### src/rtl/alu_cmd_ctrl_if.sv
// Command and response channels between the instruction front-end and alu_cmd_ctrl.
// The front-end is the master: it issues commands and consumes responses.
interface alu_cmd_ctrl_if;
   logic        cmd_valid;
   logic        cmd_ready;
   logic [3:0]  cmd_opcode;
   logic [15:0] cmd_a;
   logic [15:0] cmd_b;
   logic        rsp_valid;
   logic        rsp_ready;
   logic [15:0] rsp_result;
   logic        rsp_err;

   modport master (
      output cmd_valid, cmd_opcode, cmd_a, cmd_b, rsp_ready,
      input  cmd_ready, rsp_valid, rsp_result, rsp_err
   );

   modport slave (
      input  cmd_valid, cmd_opcode, cmd_a, cmd_b, rsp_ready,
      output cmd_ready, rsp_valid, rsp_result, rsp_err
   );
endinterface

### src/rtl/alu_cmd_ctrl.sv
// Command-side controller for the power-gated 16-bit ALU: power-up/isolation sequencing,
// start pulse generation, operand holding and valid/ready response return.
module alu_cmd_ctrl #(
   parameter int unsigned PWR_UP_CYC   = 4,
   parameter int unsigned IDLE_TIMEOUT = 16
) (
   input  logic          clk,
   input  logic          rst_n,
   alu_cmd_ctrl_if.slave bus,
   output logic          alu_pwr_en,
   output logic          iso_en,
   output logic          alu_start,
   output logic [3:0]    alu_opcode,
   output logic [15:0]   alu_a,
   output logic [15:0]   alu_b,
   input  logic          alu_busy,
   input  logic [15:0]   alu_result
);

   typedef enum logic [2:0] {
      StOff, StPwrUp, StReady, StIssue, StWait, StResp, StPwrDn
   } state_e;

   localparam logic [15:0] PwrUpLast = 16'(PWR_UP_CYC - 1);
   localparam logic [15:0] IdleLast  = 16'(IDLE_TIMEOUT - 1);

   state_e      state;
   logic [15:0] cnt;
   logic        first_wait;
   logic        accept;
   logic        legal;
   logic        muldiv;

   assign accept = bus.cmd_valid & bus.cmd_ready;
   assign legal  = ~bus.cmd_opcode[3] | (bus.cmd_opcode[3:1] == 3'b100);
   // Only legal opcodes are ever latched, so bit 3 alone marks MUL/DIV.
   assign muldiv = alu_opcode[3];

   always_ff @(posedge clk) begin
      if (!rst_n) begin
         state          <= StOff;
         cnt            <= '0;
         first_wait     <= 1'b0;
         alu_pwr_en     <= 1'b0;
         iso_en         <= 1'b1;
         alu_start      <= 1'b0;
         alu_opcode     <= '0;
         alu_a          <= '0;
         alu_b          <= '0;
         bus.cmd_ready  <= 1'b1;
         bus.rsp_valid  <= 1'b0;
         bus.rsp_err    <= 1'b0;
         bus.rsp_result <= '0;
      end else begin
         alu_start <= 1'b0;
         unique case (state)
            StOff, StReady: begin
               if (accept) begin
                  cnt           <= '0;
                  bus.cmd_ready <= 1'b0;
                  if (!legal) begin
                     state          <= StResp;
                     bus.rsp_valid  <= 1'b1;
                     bus.rsp_result <= '0;
                     bus.rsp_err    <= 1'b1;
                  end else begin
                     alu_opcode <= bus.cmd_opcode;
                     alu_a      <= bus.cmd_a;
                     alu_b      <= bus.cmd_b;
                     if (state == StOff) begin
                        state      <= StPwrUp;
                        alu_pwr_en <= 1'b1;
                     end else begin
                        state     <= StIssue;
                        alu_start <= 1'b1;
                     end
                  end
               end else if (state == StReady && IDLE_TIMEOUT != 0) begin
                  if (cnt == IdleLast) begin
                     state         <= StPwrDn;
                     iso_en        <= 1'b1;
                     bus.cmd_ready <= 1'b0;
                  end else begin
                     cnt <= cnt + 16'd1;
                  end
               end
            end
            StPwrUp: begin
               // Isolation drops on the same edge the start pulse is raised.
               if (cnt == PwrUpLast) begin
                  state     <= StIssue;
                  iso_en    <= 1'b0;
                  alu_start <= 1'b1;
               end else begin
                  cnt <= cnt + 16'd1;
               end
            end
            StIssue: begin
               state      <= StWait;
               first_wait <= 1'b1;
            end
            StWait: begin
               first_wait <= 1'b0;
               if (!muldiv || !alu_busy) begin
                  state          <= StResp;
                  bus.rsp_valid  <= 1'b1;
                  bus.rsp_result <= alu_result;
                  // A MUL/DIV that never raised busy is reported as an error.
                  bus.rsp_err    <= muldiv & first_wait;
               end
            end
            StResp: begin
               if (bus.rsp_ready) begin
                  state         <= alu_pwr_en ? StReady : StOff;
                  cnt           <= '0;
                  bus.rsp_valid <= 1'b0;
                  bus.rsp_err   <= 1'b0;
                  bus.cmd_ready <= 1'b1;
               end
            end
            StPwrDn: begin
               state         <= StOff;
               alu_pwr_en    <= 1'b0;
               bus.cmd_ready <= 1'b1;
            end
            default: begin
               state <= StOff;
            end
         endcase
      end
   end

endmodule

### src/flat_wrapper.sv
// flat-port wrapper written by rule: the top's interface ports become plain ports
module alu_cmd_ctrl_flat 
#(
   parameter int unsigned PWR_UP_CYC   = 4,
   parameter int unsigned IDLE_TIMEOUT = 16
)
  (clk, rst_n, alu_pwr_en, iso_en, alu_start, alu_opcode, alu_a, alu_b, alu_busy, alu_result, bus_cmd_valid, bus_cmd_opcode, bus_cmd_a, bus_cmd_b, bus_rsp_ready, bus_cmd_ready, bus_rsp_valid, bus_rsp_result, bus_rsp_err);
  alu_cmd_ctrl_if bus_i ();
  input  logic clk;
  input  logic rst_n;
  output logic alu_pwr_en;
  output logic iso_en;
  output logic alu_start;
  output logic [3:0] alu_opcode;
  output logic [15:0] alu_a;
  output logic [15:0] alu_b;
  input  logic alu_busy;
  input  logic [15:0] alu_result;
  input wire logic [$bits(bus_i.cmd_valid)-1:0] bus_cmd_valid;
  input wire logic [$bits(bus_i.cmd_opcode)-1:0] bus_cmd_opcode;
  input wire logic [$bits(bus_i.cmd_a)-1:0] bus_cmd_a;
  input wire logic [$bits(bus_i.cmd_b)-1:0] bus_cmd_b;
  input wire logic [$bits(bus_i.rsp_ready)-1:0] bus_rsp_ready;
  output wire logic [$bits(bus_i.cmd_ready)-1:0] bus_cmd_ready;
  output wire logic [$bits(bus_i.rsp_valid)-1:0] bus_rsp_valid;
  output wire logic [$bits(bus_i.rsp_result)-1:0] bus_rsp_result;
  output wire logic [$bits(bus_i.rsp_err)-1:0] bus_rsp_err;
  assign bus_i.cmd_valid = bus_cmd_valid;
  assign bus_i.cmd_opcode = bus_cmd_opcode;
  assign bus_i.cmd_a = bus_cmd_a;
  assign bus_i.cmd_b = bus_cmd_b;
  assign bus_i.rsp_ready = bus_rsp_ready;
  assign bus_cmd_ready = bus_i.cmd_ready;
  assign bus_rsp_valid = bus_i.rsp_valid;
  assign bus_rsp_result = bus_i.rsp_result;
  assign bus_rsp_err = bus_i.rsp_err;
  alu_cmd_ctrl #(.PWR_UP_CYC(PWR_UP_CYC), .IDLE_TIMEOUT(IDLE_TIMEOUT)) u_core (.clk(clk), .rst_n(rst_n), .bus(bus_i), .alu_pwr_en(alu_pwr_en), .iso_en(iso_en), .alu_start(alu_start), .alu_opcode(alu_opcode), .alu_a(alu_a), .alu_b(alu_b), .alu_busy(alu_busy), .alu_result(alu_result));
endmodule
### config.mk
export PLATFORM = sky130hd
export DESIGN_NAME = alu_cmd_ctrl_flat
export DESIGN_NICKNAME = d
export VERILOG_FILES = /design/src/rtl/alu_cmd_ctrl_if.sv /design/src/rtl/alu_cmd_ctrl.sv /design/src/flat_wrapper.sv
export SDC_FILE = /design/constraint.sdc
export NUM_CORES = 1
export LEC_CHECK = 0
export CAP_MARGIN = 20
export CORE_UTILIZATION = 30
export CTS_CLUSTER_DIAMETER = 30
export DETAILED_ROUTE_END_ITERATION = 10
export PLACE_DENSITY_LB_ADDON = 0.05
export RECOVER_POWER = 50
export SLEW_MARGIN = 20
export SYNTH_ARGS = -nofsm -noshare
export SYNTH_HDL_FRONTEND = slang
export SYNTH_SLANG_ARGS = --single-unit
export TNS_END_PERCENT = 30
### constraint.sdc
create_clock -name clk -period 2 [get_ports clk]
set_input_delay 0.4 -clock clk [delete_from_list [all_inputs] [get_ports clk]]
set_output_delay 0.4 -clock clk [all_outputs]
set_load 0.02 [all_outputs]
Word level (Yosys, flattened, before mapping)
Cells that the tools add are included.
Widths: inputs -> output; s select.
- shift-type cells: 0
- reductions and logical operators: 20
- $add $sub $neg: 1
- multipliers: 0
- bitwise operators: 4
- order comparisons: 0
- div/mod/pow operators: 0
- eq/ne operators: 23
- mux-type cells: 47
- operators with widths (cell ; number):
    $mux 16 ; 8
    $pmux 16 s3 ; 1
    $pmux 16 s2 ; 1
    $mux 3 ; 7
    $mux 1 ; 20
    $reduce_and 5->1 ; 4
    $add 16x1->16 const B ; 1
    $eq 16x2->1 const B ; 1
    $eq 16x4->1 const B ; 1
    $pmux 3 s5 ; 1
    $ne 2x1->1 const B ; 7
    $eq 3x3->1 const B ; 4
    $reduce_and 4->1 ; 3
    $pmux 1 s3 ; 3
    $reduce_bool 3->1 ; 3
    $ne 2x2->1 const B ; 4
    $pmux 1 s2 ; 4
    $reduce_bool 2->1 ; 4
    $eq 3x2->1 const B ; 2
    $ne 3x1->1 const B ; 2
    $mux 2 ; 2
    $eq 3x1->1 const B ; 1
    $logic_not 3->1 ; 1
    $ne 3x2->1 const B ; 1
    other kinds (7) ; 9
- bits in read-only memories: 0
- output and inout port bits: 58
- memories kept: 0
- bits in writable memories: 0
- latch bits: 0
- logic and storage cells: 108
- register bits: 78
- input bits: 57

Logic depth before layout (Yosys ltp)
Gate-level depths: netlist of the first run.
- depth after elaboration: 5
- mapped depth: 8
- mapped depth without buffers: 6

Worst setup path before layout of the first run
No wires, ideal clock.
- kind: register to register
- from: register u_core.cnt[0]
- to: register u_core.cnt[1]
- arrival: 1876 ps
- period minus slack after synthesis: 1947 ps
- library setup time: 70 ps
- stages on the path, launching flop included: 7
- buffers on the path: 0
- required time: 1930 ps
- path slack: 53 ps
- cell sequence: dfxtp_1 > ha_1 > or3b_2 > nor4_4 > o31a_4 > or4b_2 > a21oi_1
- cells in the longest elaborated chain, start to end: 5
- elaborated cells between the ends (all ways): 11
- those cells by class: 1 x add/sub; 4 x eq/ne; 5 x mux; 1 x reduce/logical
- ends and longest elaborated chain (item ; line ; source):
    start, declared ; alu_cmd_ctrl.sv:28 ; logic [15:0] cnt;
    start signal, assigned ; alu_cmd_ctrl.sv:84 ; cnt <= cnt + 16'd1;
    start signal, assigned ; alu_cmd_ctrl.sv:95 ; cnt <= cnt + 16'd1;
    $add 16x1->16 ; alu_cmd_ctrl.sv:84, alu_cmd_ctrl.sv:95 ;
    $mux 16 ; alu_cmd_ctrl.sv:79 ; if (cnt == IdleLast) begin
    $mux 16 ; alu_cmd_ctrl.sv:78 ; end else if (state == StReady && IDLE_TIMEOUT != 0) begin
    $mux 16 ; alu_cmd_ctrl.sv:58 ; if (accept) begin
    $pmux 16 s3 ; alu_cmd_ctrl.sv:56 ; unique case (state)
Parallel ways exist; a longest one is shown, timed or not. The select of a mux whose other input is x is not followed.
A chain may end at the register's enable or synchronous reset.

Worst setup path in the final report of the first run
- from: register u_core.cnt[8]
- to: register u_core.cnt[10]
The elaborated chain is that of the path after synthesis.

==> flow_summary_export.csv, run 1 <==
group,metric,value,unit
layout,layout.nets,643,
route,drtPass1Iterations,4,
floorplanning,design.core.area,0.0109,mm^2
synth,synth_xor_area_frac,0,
sta,hold_viol,0,
setup_path,end_kind,"register",
setup_path,r2r_cells,6,
route,drc,0,
layout,fin_util,0.488,
min_path,hp-start,"u_core.bus.rsp_result[6]",
floorplanning,pin_count,115,
sta,slew_violations,0,
min_path,min_path_cells,2,
sta,setup_viol,11,
setup_path,slowest_stage,"or4_4",
route,drt-initial-drc-count,119,
status,status,"finished, violations left",
layout,layout_common_cells,"nand2_1, dfxtp_1, a21oi_1, clkdlybuf4s50_1, buf_4",
synth,syn-num-nets,484,
route,wl_per_cell,13.5,um
setup_path,path_cells,"or4_4 -> nor4_4 -> o21a_2 -> o21ai_4 -> buf_6 -> o221ai_1",
synth,synth_warnings,0,
setup_path,rr_endpoint,"u_core.cnt[10]",
route,via_count,3531,
sta,fin_crit_sh,1.02,
clock_tree,cts_sinks,78,
synth,synth.area.mux_share,0.00964,
route,wirelength,9840,um
setup_path,cp.arrival,2.32,ns
sta,fmax,492,MHz
clock_tree,insertion_delay,0.37,ns
sta,fin_crit,2.03,ns
clock_tree,hold_buffers,0,
placed_design,place.gp.congestion,0.790,
setup_path,crit_path_end,"u_core.cnt[10]",
synth,mappedNetlistArea,0.00338,mm^2
route,vias_per_cell,4.84,
route,ant_nets,0,
sta,finalClockSkew,0.0108,ns
layout,final_common_cell,"nand2_1",
clock_tree,clkTransAtPathRegs,0.08,ns
setup_path,worstPathRequired,2.29,ns
power_and_ir_drop,ir_worst_vdd,0.431,mV
sta,worst_slew_pin_slew,0.884,ns
sta,rsz0062_at_grt,"true",
floorplanning,dieHeight,108,um
synth,ys_ff_latch,78,
synth,ys.flop_type,"dfxtp_1",
grt,grt_pass1_wl,16100,um
grt,grt_pass1_vias,3487,
min_path,worst_hold_path_type,"reg -> reg",
layout,n_antenna_cell,0,
flow_run,maxCapViolations,0,
grt,grt_overflow,0,
synth,synthArstFlopShare,0,
sta,slew_headroom,0.411,
grt,grt_usage,0.176,
layout,area_delta_synth_final,57.5,%
layout,drive_above_1_share,0.168,
floorplanning,die_w,108,um
setup_path,cp_slowest_stage_delay,0.58,ns
layout,instances_no_fill,729,
power_and_ir_drop,p_leak,2.07,nW
placed_design,port_buffers,114,
clock_tree,cts_tree,"yes",
floorplanning,start_util,0.310,
synth,yosys.area_share.adder,0.00371,
power_and_ir_drop,powerDensity,1090,mW/mm^2
floorplanning,rows,38,
clock_tree,htreeDepth,3,
sta,worst_slack,-0.0305,ns
synth,synthDistinctLibCells,51,
synth,synth_top_family_by_area,"simple AND/OR/NAND/NOR gates",
setup_path,crit_type,"reg -> reg",
clock_tree,clock_tree.root_cell,"clkbuf_8",
synth,synth_edf_count,0,
synth,synth.avg_cell_area,7.92,um^2
placed_design,dpl.hpwl,6990,um
setup_path,rr_startpoint,"u_core.cnt[8]",
setup_path,crit_start,"u_core.cnt[8]",
setup_path,cp-start-kind,"register",
floorplanning,die_area,0.0117,mm^2
clock_tree,numCtsBuffers,9,
synth,postSynthCellCount,426,
status,violations,"negative setup slack",
power_and_ir_drop,finalPower,5.81,mW
synth,synth-simple-area-share,0.265,
setup_path,cp_max_fo,6,
clock_tree,cts_max_path_buffers,2,
setup_path,regToRegSetupSlack,-0.03,ns
grt,grt_max_degree,41,
grt,antenna_found_initial,0,
synth,synth-compound-area-share,0.208,
synth,yosysSeqAreaShare,0.463,
placed_design,dp_cells,710,
routing by layer:
metal,up-vias,global-route usage,wire [um]
met2,87,0.297,4700
met3,15,0.0494,598
met1,1619,0.206,4370
met5,-,0,0
met4,0,0.0822,169
li1,1810,-,-
stage by stage:
| step | setup TNS [ns] | hold WS (ns) | worst slack, ns | instance area, um^2 |
|---|---|---|---|---|
| after floorplan | 0 | 0.443 | 0.0532 | 3380 |
| after global placement | -5.34 | 0.438 | -0.263 | 5000 |
| after detailed placement | -4.39 | 0.446 | -0.274 | 5000 |
| after CTS | -0.0121 | 0.458 | -0.00634 | 5300 |
| after global routing | -2.31 | 0.471 | -0.128 | 5320 |
| final | -0.172 | 0.452 | -0.0305 | 5320 |
worst min path at each step:
stage,slack [ns],to
2_1_floorplan,0.44,u_core.cnt[0]
3_3_place_gp,0.44,u_core.bus.rsp_result[13]
3_5_place_dp,0.45,u_core.bus.rsp_result[6]
4_1_cts,0.46,u_core.bus.rsp_result[13]
5_1_grt,0.47,u_core.bus.rsp_result[7]
6_report,0.45,u_core.bus.rsp_result[6]
synthesized netlist by cell type (2+ instances only):
master / number / area (um^2)
nand4_1: 6 / 37.5
mux2_2: 2 / 22.5
inv_1: 13 / 48.8
and3_2: 2 / 15.0
buf_6: 2 / 22.5
nor4_4: 2 / 42.5
dfxtp_1: 78 / 1560
nor2_1: 17 / 63.8
o211ai_1: 10 / 75.1
or4b_2: 2 / 20.0
a31oi_1: 3 / 18.8
or4_4: 3 / 33.8
buf_1: 3 / 11.3
and3_1: 4 / 25.0
buf_2: 3 / 15.0
nor3_1: 7 / 35.0
nand2_1: 103 / 387
nand3_1: 32 / 160
a21oi_1: 65 / 325
o311ai_0: 5 / 43.8
clkbuf_1: 17 / 63.8
a21o_1: 2 / 15.0
o221ai_1: 2 / 17.5
o21ai_0: 15 / 75.1
and2_1: 2 / 12.5
power breakdown:
group          total (mW)  leakage, nW  internal [mW]  switching, mW
combinational        2.44         1.32           1.09           1.35
clock                1.44        0.117          0.829          0.611
sequential           1.93        0.634           1.78          0.145
cell type report:
| cell class | instances | area, um^2 |
|---|---|---|
| Fill cell | 1094 | 5570 |
| Tap cell | 140 | 175 |
| Clock inverter | 5 | 108 |
| Sequential cell | 78 | 1560 |
| Inverter | 14 | 52.6 |
| Timing Repair Buffer | 174 | 1600 |
| Clock buffer | 10 | 128 |
| Multi-Input combinational cell | 308 | 1690 |
worst max-delay path, delay by kind of cell (launching register included):
family | cells | cell delay, ns
buf+inv | 1 | 0.15
simple gates | 2 | 1.00
compound gates | 3 | 0.47
flops | 1 | 0.33
repair_timing:
item	4_1_cts	5_1_grt
gates cloned	0	0
gates resized for setup	12	6
buffers inserted	4	0
endpoints found under the hold margin	0	0
pin swaps	6	6
setup endpoints to repair	16	18
registers in the layout, summed over array words and instances (netlist names):
signal and flops:
u_core.alu_a 16, u_core.alu_b 16, u_core.bus.rsp_result 16, u_core.cnt 16, u_core.alu_opcode 4, u_core.state 3, u_core.alu_pwr_en 1, u_core.alu_start 1
u_core.bus.cmd_ready 1, u_core.bus.rsp_err 1, u_core.bus.rsp_valid 1, u_core.first_wait 1, u_core.iso_en 1
cells by family (layout without fill, tap and decap cells):
group | after synthesis | count (layout)
buf+inv | 40 | 203
mux | 3 | 3
compound gates | 116 | 116
flops | 78 | 78
fa+ha+maj | 1 | 1
simple gates | 188 | 188
Note: power is estimated with default switching activity, not from simulation.
==> inputs of run 2 (changes only) <==
--- a/config.mk
+++ b/config.mk
@@ -11,6 +11,7 @@
 export DETAILED_ROUTE_END_ITERATION = 10
 export PLACE_DENSITY_LB_ADDON = 0.05
 export RECOVER_POWER = 50
+export SKIP_CTS_REPAIR_TIMING = 1
 export SLEW_MARGIN = 20
 export SYNTH_ARGS = -nofsm -noshare
 export SYNTH_HDL_FRONTEND = slang
==> run 2 against run 1 <==
- the run still ends with negative setup slack left
- register-to-register slack worse by 0.07 ns
- clock skew decreased by 0.0018 ns
- count of clock-buffer cells in the layout did not move
- design area shrank 0.16%
- first-iteration DRC count rose by 14%
- via count about the same
- largest cell class unchanged
- highest routed layer unchanged
==> flow_summary_export.csv, run 2 (synthesized netlist as in run 1, its figures left out) <==
group,metric,value,unit
sta,hold_viol,0,
grt,busiest_layer,"met2",
floorplanning,dieHeight,108,um
grt,met2_usage,0.286,
layout,layout_common_cells,"nand2_1, dfxtp_1, a21oi_1",
placed_design,port_buffers,114,
min_path,hp-start,"u_core.bus.rsp_result[6]",
power_and_ir_drop,powerDensity,1090,mW/mm^2
power_and_ir_drop,p_int,3.68,mW
sta,fmax,475,MHz
setup_path,end_kind,"register",
power_and_ir_drop,p_clk_frac,0.249,
sta,slew_headroom,0.410,
placed_design,dp_cells,710,
power_and_ir_drop,p_leak,2.06,nW
power_and_ir_drop,comb_power_share,0.417,
clock_tree,clkTransAtPathRegs,0.08,ns
sta,finalClockSkew,0.00900,ns
clock_tree,cts_sinks,78,
sta,worst_slack,-0.104,ns
route,wirelength,9860,um
route,via_count,3533,
sta,slew_violations,0,
grt,grt_max_degree,41,
grt,grt_overflow,0,
floorplanning,die_area,0.0117,mm^2
sta,fin_crit,2.10,ns
setup_path,cp-start-kind,"register",
layout,regArea,0.00156,mm^2
power_and_ir_drop,ir_worst_vdd,0.431,mV
layout,area_delta_synth_final,57.2,%
setup_path,regToRegSetupSlack,-0.10,ns
placed_design,placed_area,0.00500,mm^2
sta,fin_crit_sh,1.05,
route,drt-initial-drc-count,136,
placed_design,place_ws,-0.274,ns
status,violations,"negative setup slack",
setup_path,cp_max_fo,5,
min_path,min_path_cells,2,
floorplanning,design.core.area,0.0109,mm^2
sta,worst_slew_pin_slew,0.885,ns
floorplanning,pin_count,115,
setup_path,worstPathRequired,2.29,ns
clock_tree,cts_tree,"yes",
grt,gr-usage-met3,0.0494,
sta,rsz0062_at_grt,"true",
layout,design_area,0.00531,mm^2
route,drtPass1Iterations,4,
layout,fillCellCount,1096,
floorplanning,die_w,108,um
power_and_ir_drop,p_sw,2.10,mW
layout,drive_above_1_share,0.163,
clock_tree,cts_max_path_buffers,2,
grt,grt_usage,0.172,
min_path,worstHoldEndpoint,"u_core.bus.rsp_result[6]",
power_and_ir_drop,swShare,0.364,
grt,antenna_found_initial,0,
grt,grt_pass1_vias,3402,
route,wl_per_cell,13.5,um
layout,multiInputGateArea,0.00169,mm^2
route,ant_nets,0,
setup_path,cp.arrival,2.40,ns
clock_tree,clock_tree.root_cell,"clkbuf_8",
route,vias_per_cell,4.85,
grt,grt_pass1_wl,15700,um
flow_run,maxCapViolations,0,
sta,setup_viol,16,
power_and_ir_drop,seqPwrFrac,0.334,
placed_design,place.gp.congestion,0.790,
sta,setup_tns,-1.11,ns
clock_tree,numCtsBuffers,9,
layout,instances_no_fill,728,
grt,grtUsageMet1,0.203,
power_and_ir_drop,finalPower,5.78,mW
placed_design,dpl.hpwl,6990,um
setup_path,r2r_cells,7,
floorplanning,start_util,0.310,
layout,layout.nets,642,
clock_tree,htreeDepth,3,
setup_path,rr_startpoint,"u_core.cnt[14]",
min_path,worst_hold_path_type,"reg -> reg",
layout,n_antenna_cell,0,
floorplanning,rows,38,
route,drc,0,
status,status,"finished, violations left",
setup_path,rr_endpoint,"u_core.cnt[1]",
clock_tree,insertion_delay,0.37,ns
layout,final_common_cell,"nand2_1",
setup_path,crit_type,"reg -> reg",
==> run 2: cell count changes in the layout (fill, tap and decap cells not counted) <==
| cell | before | now |
|---|---|---|
| ha_2 | 1 | 0 |
| buf_6 | 3 | 2 |
| dlygate4sd3_1 | 51 | 52 |
| buf_4 | 52 | 51 |
| a21oi_2 | 3 | 2 |
| a21oi_1 | 63 | 64 |
| ha_4 | 0 | 1 |
| o21ai_0 | 15 | 13 |
| o21ai_1 | 1 | 3 |
| clkdlybuf4s50_1 | 63 | 62 |
| clkbuf_1 | 4 | 5 |
==> run 2: power by group through the flow <==
stage / clock network (mW) / registers, mW / logic [mW]
2_1_floorplan: 0 / 2.15 / 1.12
3_3_place_gp: 0 / 1.96 / 2.38
3_5_place_dp: 0 / 1.97 / 2.39
4_1_cts: 1.48 / 1.93 / 2.40
5_1_grt: 1.57 / 1.97 / 2.64
6_report: 1.44 / 1.93 / 2.41
==> run 2: worst max-delay path, cell delays in order, from the launching register on <==
cell	delay (ns)
dfxtp_2	0.32
or4_4	0.57
nor4_4	0.37
buf_4	0.20
o31a_4	0.17
buf_4	0.14
o21ai_0	0.11
a21oi_2	0.15
==> run 2: worst max path at each step <==
stage	from	endpoint	depth (start not counted)	slack [ns]
finish	u_core.cnt[14]	u_core.cnt[1]	7	-0.10
global placement	bus_cmd_valid	u_core.cnt[4]	6	-0.26
detailed placement	bus_cmd_valid	u_core.cnt[4]	6	-0.27
global route	u_core.cnt[14]	u_core.cnt[15]	7	-0.16
floorplan	u_core.cnt[0]	u_core.cnt[1]	6	0.05
CTS	u_core.cnt[0]	u_core.cnt[6]	7	-0.07
==> run 2: metrics by stage <==
step | utilization | hold slack, ns
3_5_place_dp | 0.460 | 0.446
5_1_grt | 0.487 | 0.471
2_1_floorplan | - | 0.443
4_1_cts | 0.481 | 0.458
6_report | 0.487 | 0.452
3_3_place_gp | 0.460 | 0.438
==> run 2: routing by layer <==
| layer | part of all wire | vias up | routed length, um |
|---|---|---|---|
| met5 | 0 | - | 0 |
| met4 | 0.018 | 0 | 182 |
| met3 | 0.059 | 17 | 586 |
| met2 | 0.47 | 86 | 4670 |
| met1 | 0.45 | 1622 | 4420 |
| li1 | - | 1808 | - |
==> run 2: cell type report <==
| class | instances | area share |
|---|---|---|
| repair buffers | 173 | 0.299 |
| well taps | 140 | 0.0330 |
| clock inverters | 5 | 0.0203 |
| flip-flops and latches | 78 | 0.295 |
| clock buffers | 10 | 0.0240 |
| inverters | 14 | 0.00990 |
| multi-input cells | 308 | 0.319 |
==> inputs of run 3 (changes only) <==
--- a/config.mk
+++ b/config.mk
@@ -9,6 +9,7 @@
 export CORE_UTILIZATION = 30
 export CTS_CLUSTER_DIAMETER = 30
 export DETAILED_ROUTE_END_ITERATION = 10
+export DONT_BUFFER_PORTS = 1
 export PLACE_DENSITY_LB_ADDON = 0.05
 export RECOVER_POWER = 50
 export SKIP_CTS_REPAIR_TIMING = 1
==> run 3 against run 2 <==
- the run still ends with negative setup slack left
- non-clock buffer count fell by 124
- worst setup slack improved by 0.083 ns
- utilization down 11 points
- maximum frequency rose by 4.1%
- die area is the same
- combinational power shrank 22%
- largest cell class unchanged
- sequential power grew 12%
==> flow_summary_export.csv, run 3 (synthesized netlist as in run 1, its figures left out) <==
group,metric,value,unit
status,status,"finished, violations left",
status,violations,"negative setup slack",
setup_path,end_kind,"register",
min_path,hp-start,"rst_n",
layout,n_antenna_cell,0,
clock_tree,htreeDepth,3,
power_and_ir_drop,seqPwrFrac,0.422,
clock_tree,clock_tree.root_cell,"clkbuf_8",
route,drc,0,
sta,fin_crit,2.02,ns
sta,worst_slack,-0.0211,ns
floorplanning,start_util,0.310,
clock_tree,insertion_delay,0.37,ns
sta,setup_tns,-0.0329,ns
setup_path,slowest_stage,"or4_4",
clock_tree,cts_sinks,78,
sta,slew_headroom,0.585,
sta,worst_slew_pin_slew,0.623,ns
route,met1_length,4110,um
layout,fillCellCount,1172,
floorplanning,pin_count,115,
route,met2_length,4430,um
sta,fmax,495,MHz
placed_design,place.gp.congestion,0.752,
route,via_count,3078,
placed_design,dpl.hpwl,6510,um
floorplanning,design.core.area,0.0109,mm^2
sta,setup_viol,2,
route,wirelength,9390,um
route,met3_length,639,um
layout,area_delta_synth_final,21.0,%
min_path,worstHoldEndpoint,"u_core.iso_en",
clock_tree,cts_tree,"yes",
setup_path,cp_slowest_stage_delay,0.58,ns
layout,layout.nets,518,
clock_tree,clkTransAtPathRegs,0.08,ns
power_and_ir_drop,p_leak,1.43,nW
floorplanning,die_area,0.0117,mm^2
setup_path,rr_endpoint,"u_core.state[1]",
layout,drive_above_1_share,0.202,
grt,grt_pass1_vias,2866,
route,drt-initial-drc-count,170,
grt,grt_pass1_wl,14300,um
route,drtPass1Iterations,4,
setup_path,r2r_cells,5,
placed_design,port_buffers,0,
layout,fin_util,0.375,
min_path,worst_hold_path_type,"in -> reg",
setup_path,regToRegSetupSlack,-0.02,ns
min_path,min_path_cells,1,
sta,hold_viol,0,
setup_path,worstPathRequired,2.27,ns
route,wl_per_cell,15.5,um
power_and_ir_drop,ir_worst_vdd,0.521,mV
setup_path,critical_path_buf_inv_count,0,
sta,slew_violations,0,
power_and_ir_drop,swShare,0.409,
power_and_ir_drop,p_int,3.05,mW
power_and_ir_drop,p_clk_frac,0.213,
power_and_ir_drop,p_sw,2.11,mW
layout,final_common_cell,"nand2_1",
sta,finalClockSkew,0.00775,ns
grt,grt_overflow,0,
clock_tree,cts_max_path_buffers,2,
floorplanning,rows,38,
route,vias_per_cell,5.09,
power_and_ir_drop,finalPower,5.16,mW
setup_path,cp_max_fo,5,
setup_path,cp-start-kind,"register",
flow_run,maxCapViolations,0,
setup_path,cp.arrival,2.29,ns
floorplanning,dieHeight,108,um
sta,fin_crit_sh,1.01,
grt,grt_max_degree,56,
setup_path,crit_type,"reg -> reg",
sta,rsz0062_at_grt,"true",
power_and_ir_drop,comb_power_share,0.365,
power_and_ir_drop,powerDensity,1260,mW/mm^2
grt,antenna_found_initial,0,
layout,layout_common_cells,"nand2_1, dfxtp_1, a21oi_1",
setup_path,path_cells,"or4_4 -> nor4_4 -> mux2_4 -> a21oi_4 -> a2111oi_4",
floorplanning,die_w,108,um
route,routed.top_layer,"met4",
route,ant_nets,0,
clock_tree,numCtsBuffers,9,
setup_path,rr_startpoint,"u_core.cnt[10]",
grt,grt_usage,0.162,
setup_path,cp_top_family,"simple AND/OR/NAND/NOR gates",
[run 3: cell count changes in the layout (fill, tap and decap cells not counted), sizes merged]
cell           change
clkinvlp           +2
clkdlybuf4s50     -62
dlygate4sd3       -52
bufinv             -3
clkbuf             -4
clkinv             +1
buf                -5
[run 3: final cells by class]
type	count	area (um^2)	area share
multi-input combinational	308	1720	0.422
sequential	78	1560	0.383
clock buffer	11	141	0.0346
clock inverter	5	33.8	0.00827
inverter	14	52.6	0.0129
timing repair buffer	49	394	0.0965
tap	140	175	0.0429
[run 3: worst register-to-register path, stage by stage, from the launching register on]
cell and delay (ns):
dfxtp_1 0.32, or4_4 0.58, nor4_4 0.40, mux2_4 0.25, a21oi_4 0.06, a2111oi_4 0.32
[run 3: worst max path at each step]
stage              startpoint         endpoint  slack, ns  cells after the start
3_5_place_dp   u_core.cnt[11]   u_core.cnt[14]     -0.009                      6
6_report       u_core.cnt[10]  u_core.state[1]      -0.02                      5
4_1_cts        u_core.cnt[11]    u_core.cnt[5]      -0.04                      6
5_1_grt         u_core.cnt[1]  u_core.state[1]      -0.11                      6
3_3_place_gp   u_core.cnt[11]    u_core.cnt[2]       0.02                      6
2_1_floorplan   u_core.cnt[0]    u_core.cnt[1]       0.05                      6
[run 3: metrics by stage]
stage | instance area, um^2 | std cells | hold WS, ns | setup WS [ns]
finish | 4090 | 605 | 0.118 | -0.0211
global route | 4090 | 605 | 0.107 | -0.114
CTS | 3980 | 602 | 0.0993 | -0.0397
detailed placement | 3800 | 586 | 0.467 | -0.00866
global placement | 3800 | 586 | 0.463 | 0.0189
floorplan | 3380 | 426 | 0.443 | 0.0532
[run 3: routing by layer]
metal | vias to the layer above | GRT usage
met5 | - | 0
met4 | 0 | 0.0881
met3 | 16 | 0.0464
met2 | 90 | 0.257
met1 | 1413 | 0.196
li1 | 1559 | -
[run 3: power groups by stage]
stage / registers [mW] / clock network (mW) / logic, mW
global placement: 2.21 / 0 / 1.71
floorplan: 2.15 / 0 / 1.12
CTS: 2.17 / 1.15 / 1.72
detailed placement: 2.21 / 0 / 1.71
finish: 2.17 / 1.10 / 1.89
global route: 2.21 / 1.23 / 2.08
